**src/rtl/demux_8_to_8x4_stream.sv**
```systemverilog
`default_nettype none
// ============================================================================
//  Module   : demux_8_to_8x4_stream
//  Purpose  : Routes one 8-bit valid/ready byte stream to one of four output
//             channels. Each channel owns a one-entry holding register with
//             its own handshake. The destination comes from sel (directed
//             mode) or from an internal round-robin pointer (distribute mode).
//  Ports    : clk, rst                  - clock, synchronous active-high reset
//             in_data/in_valid/in_ready - upstream byte stream
//             sel                       - destination in directed mode
//             rr_en                     - 1 = round-robin, 0 = directed
//             out0..out3                - channel holding registers
//             out_valid/out_ready       - per-channel downstream handshake
//             rr_ptr                    - next round-robin destination
//  Revision : 1.0  initial release
// ============================================================================
module demux_8_to_8x4_stream (
    input  logic       clk,
    input  logic       rst,
    input  logic [7:0] in_data,
    input  logic       in_valid,
    output logic       in_ready,
    input  logic [1:0] sel,
    input  logic       rr_en,
    output logic [7:0] out0,
    output logic [7:0] out1,
    output logic [7:0] out2,
    output logic [7:0] out3,
    output logic [3:0] out_valid,
    input  logic [3:0] out_ready,
    output logic [1:0] rr_ptr
);

    localparam int c_NCH = 4;

    logic [1:0] w_tgt;
    logic       w_accept;
    logic [1:0] r_ptr;
    logic [3:0] w_valid;
    logic [7:0] w_data [c_NCH];

    // Target is re-evaluated every cycle, so a mode switch takes effect at once.
    assign w_tgt    = rr_en ? r_ptr : sel;
    // A full target can still take a byte if it drains in the same cycle.
    assign in_ready = ~w_valid[w_tgt] | out_ready[w_tgt];
    assign w_accept = in_valid & in_ready;

    generate
        for (genvar k = 0; k < c_NCH; k++) begin : g_chan
            localparam logic [1:0] c_IDX = 2'(k);

            logic [7:0] r_byte;
            logic       r_full;

            always_ff @(posedge clk) begin
                if (rst) begin
                    r_byte <= 8'h00;
                    r_full <= 1'b0;
                end else if (w_accept && (w_tgt == c_IDX)) begin
                    // Load wins over a simultaneous drain: no bubble.
                    r_byte <= in_data;
                    r_full <= 1'b1;
                end else if (out_ready[k]) begin
                    // Data is kept after a drain; only the valid flag clears.
                    r_full <= 1'b0;
                end
            end

            assign w_valid[k] = r_full;
            assign w_data[k]  = r_byte;
        end
    endgenerate

    // Pointer only moves on an accept in round-robin mode, so it never skips
    // past a full channel and per-channel order stays strictly cyclic.
    always_ff @(posedge clk) begin
        if (rst) begin
            r_ptr <= 2'd0;
        end else if (w_accept && rr_en) begin
            r_ptr <= r_ptr + 2'd1;
        end
    end

    assign out0      = w_data[0];
    assign out1      = w_data[1];
    assign out2      = w_data[2];
    assign out3      = w_data[3];
    assign out_valid = w_valid;
    assign rr_ptr    = r_ptr;

endmodule
`default_nettype wire

```
**config.mk**
```make
export PLATFORM = sky130hd
export DESIGN_NAME = demux_8_to_8x4_stream
export DESIGN_NICKNAME = d
export VERILOG_FILES = /design/src/rtl/demux_8_to_8x4_stream.sv
export SDC_FILE = /design/constraint.sdc
export NUM_CORES = 1
export LEC_CHECK = 0
export BUFFER_PORTS_ARGS = -buffer_cell sky130_fd_sc_hd__buf_2
export CORE_AREA = 3 3 60 62
export DETAILED_ROUTE_END_ITERATION = 8
export DIE_AREA = 0 0 63 65
export PLACE_DENSITY_LB_ADDON = 0.15
export SLEW_MARGIN = 20
export SYNTH_ARGS = -nofsm -noshare
export SYNTH_HDL_FRONTEND = slang
export SYNTH_SLANG_ARGS = --single-unit
```
**constraint.sdc**
```tcl
create_clock -name clk -period 1.82 [get_ports clk]
set_input_delay 0.091 -clock clk [delete_from_list [all_inputs] [get_ports clk]]
set_output_delay 0.091 -clock clk [all_outputs]
set_load 0.01 [all_outputs]
```
==> run summary <==
Synthesized flop and latch total -> 38
Pin count of the biggest net entering global routing -> 39
Final hold violations -> 0
Critical path arrival -> 1540 ps
Clock transition at path regs -> 110 ps
Worst VDD drop -> 0.5178 mV
Vias in the first global route -> 1,181
Share of cells above drive strength 1 -> 36.08%
Ports -> 57
Chip height -> 65 um
Internal power -> 1.148 mW
Fin crit period -> 1634 ps
Slew @ Worst Pin -> 642.5 ps
Critical path class -> flip-flop to primary output
Setup TNS -> 0 ps
Post-synth net total -> 156
Die W -> 63 um
Multi-input logic area -> 630.6 sq um
Hold Path Class -> input port to flip-flop
DR vias/cell -> 4.878
Final Power -> 1.535 mW
Cts hold-fix bufs -> 0
Area added between synthesis and finish -> 26.15%
Layout Nets -> 211
Worst skew pair latency -> 340 ps
Switching power -> 0.3871 mW
DRC -> 0
Max Cap Viol -> 0
R2r startpoint -> rr_ptr[0]$_SDFFE_PP0P_
Startpoint types -> flip-flop
CTS max path bufs -> 2
Final setup violating endpoints -> 0
CP cell instances -> mux2i_4, mux2i_2, mux2i_1, buf_2
Num CTS Buffers -> 5
Total GRT Usage -> 17.04%
Clk pwr share -> 28.8%
PwrDens -> 845.2 nW/um^2
Slew Limit Fails -> 0
N_diodes -> 0
Status -> completed
H-tree depth -> 2
Max stage delay cell, worst path -> dfxtp_1
Layout Utilization -> 59.02%
Max Freq -> 612.2 MHz
Comb pwr share -> 13.6%
Hold WS -> 25.38 ps
ANT nets after route -> 0
Synth Area per Inst -> 10.44 sq um
Initial Utilization -> 46.79%
FF+latch area -> 760.7 sq um
DP Worst Slack -> 232.3 ps
DP Wirelength -> 2265 um
Mapped Cells -> 138
R2R depth -> 5
Yosys warns -> 0
Reg-to-reg setup timing slack -> 310 ps
Hold-critical path depth -> 3
FP Rows -> 20
Worst Hold Launch -> in_data[4]
Tcrit/Tclk final -> 89.76%
Routability cong. -> 0.7867
Final WL -> 3262 um
Fill cell count -> 295
Slew headroom -> 57.17%
Pleak -> 1.038 nW
CP max FO -> 6
I/O Buffers -> 56
CTS root buf -> clkbuf_4
First-pass GRT wire length -> 5368 um
Power share of the sequential group -> 57.6%
CP Launch Point -> rr_ptr[1]$_SDFFE_PP0P_
Net Sw Frac -> 25.21%
Core Footprint -> 3078 sq um
Register area share after synthesis -> 52.82%
Die area -> 4095 sq um
Netlist cell types -> 17
Reg2reg end -> out3[6]$_SDFFE_PP0P_
WL/cell -> 13.71 um
Post-Syn Area -> 1440 sq um
Vias after detailed routing -> 1,161
RSZ-0062 raised after global routing -> false
Worst setup EP type -> primary output
Worst path required time -> 1730 ps
Clock Sinks -> 38
Crit path largest cell delay -> 370 ps
TritonCTS clock tree -> done
Grt total ovfl -> 0
Hold endpoint -> out0[4]$_SDFFE_PP0P_
Clock Skew -> 6.754 ps
First-pass DRT Iterations -> 3
Initial antenna violation count -> 0
First-iteration detailed-routing DRC count -> 47
Setup WS post-layout -> 186.4 ps
-- placed cells by master, fill, tap and decap left out --
cell type / count
a21oi_1: 6
buf_2: 56
buf_4: 4
clkbuf_1: 1
clkbuf_4: 5
clkbuf_8: 1
clkinv_2: 1
dfxtp_1: 38
mux2i_1: 34
mux2i_2: 2
mux2i_4: 1
nand2_1: 1
nand2b_1: 4
nand4_1: 1
nand4b_1: 2
nand4bb_1: 1
nor2_1: 32
o21ai_0: 1
o31ai_1: 1
or3_1: 1
or4_1: 1
-- per-stage QoR --
step | cells | cell area, sq um
detailed placement | 230 | 1740
CTS | 238 | 1800
global route | 238 | 1817
floorplan | 138 | 1440
finish | 238 | 1817
global placement | 230 | 1740
-- how the worst max path moves through the flow --
stage | endpoint | slack (ps)
global route | in_ready | 70
finish | in_ready | 190
CTS | in_ready | 50
floorplan | rr_ptr[1]$_SDFFE_PP0P_ | 370
global placement | out3[0]$_SDFFE_PP0P_ | 320
detailed placement | out1[2]$_SDFFE_PP0P_ | 230
-- what timing repair did --
item	CTS	global route
resized for setup	0	3
hold endpoints to repair	0	0
setup buffers	0	0
endpoints found under the setup margin	0	2
-- per-layer routing --
layer	global-route usage, %	share of wire [%]	vias up	wire length (um)
met5	0	0	-	0
met4	9.642	2.1	0	70
met3	4.853	5.6	8	184
met2	31.36	52	31	1707
met1	17.13	40	547	1300
li1	-	-	575	-
-- power by group through the flow --
stage	Sequential (mW)	Clock (mW)	Combinational [mW]
4_1_cts	0.884	0.465	0.206
6_report	0.884	0.443	0.208
2_1_floorplan	0.916	0	0.111
3_3_place_gp	0.901	0	0.198
3_5_place_dp	0.903	0	0.205
5_1_grt	0.890	0.509	0.228
-- registers in the layout, summed over array words and instances (netlist names) --
signal	count
rr_ptr	2
out0	8
out1	8
out2	8
g_chan.r_full	4
out3	8
-- cell usage after synthesis --
cell	instances	area, sq um
dfxtp_1	38	760.7
mux2i_1	36	360.4
nor2_1	32	120.1
a21oi_1	6	30.03
buf_2	4	20.02
buf_4	4	30.03
clkbuf_1	4	15.01
nand2b_1	4	25.02
nand4b_1	2	17.52
mux2i_2	1	13.76
nand2_1	1	3.750
nand4_1	1	6.260
nand4bb_1	1	11.26
o21ai_0	1	5.000
o31ai_1	1	7.510
or3_1	1	6.260
or4_1	1	7.510
-- cells by family after synthesis --
| group | count (synthesis) | share of synthesized area [%] |
|---|---|---|
| AOI/OAI and AO/OA | 8 | 2.954 |
| buffers and inverters | 12 | 4.518 |
| muxes | 37 | 25.98 |
| and+or+nand+nor | 43 | 13.73 |
| DFF | 38 | 52.82 |
-- area by class of cell --
cell class                 count  share of cell area, %
sequential                    38                  41.87
clock buffer                   7                  3.030
timing repair buffer          60                  17.08
multi-input combinational     88                  34.71
clock inverter                 1                 0.2755
tap                           44                  3.030
-- critical path: cells and delay by family, from the launching register on --
| family | cells | cell delay (ps) |
|---|---|---|
| buffers and inverters | 1 | 150 |
| DFF | 1 | 370 |
| muxes | 3 | 690 |
No activity file was read; power rests on OpenSTA's default activity.
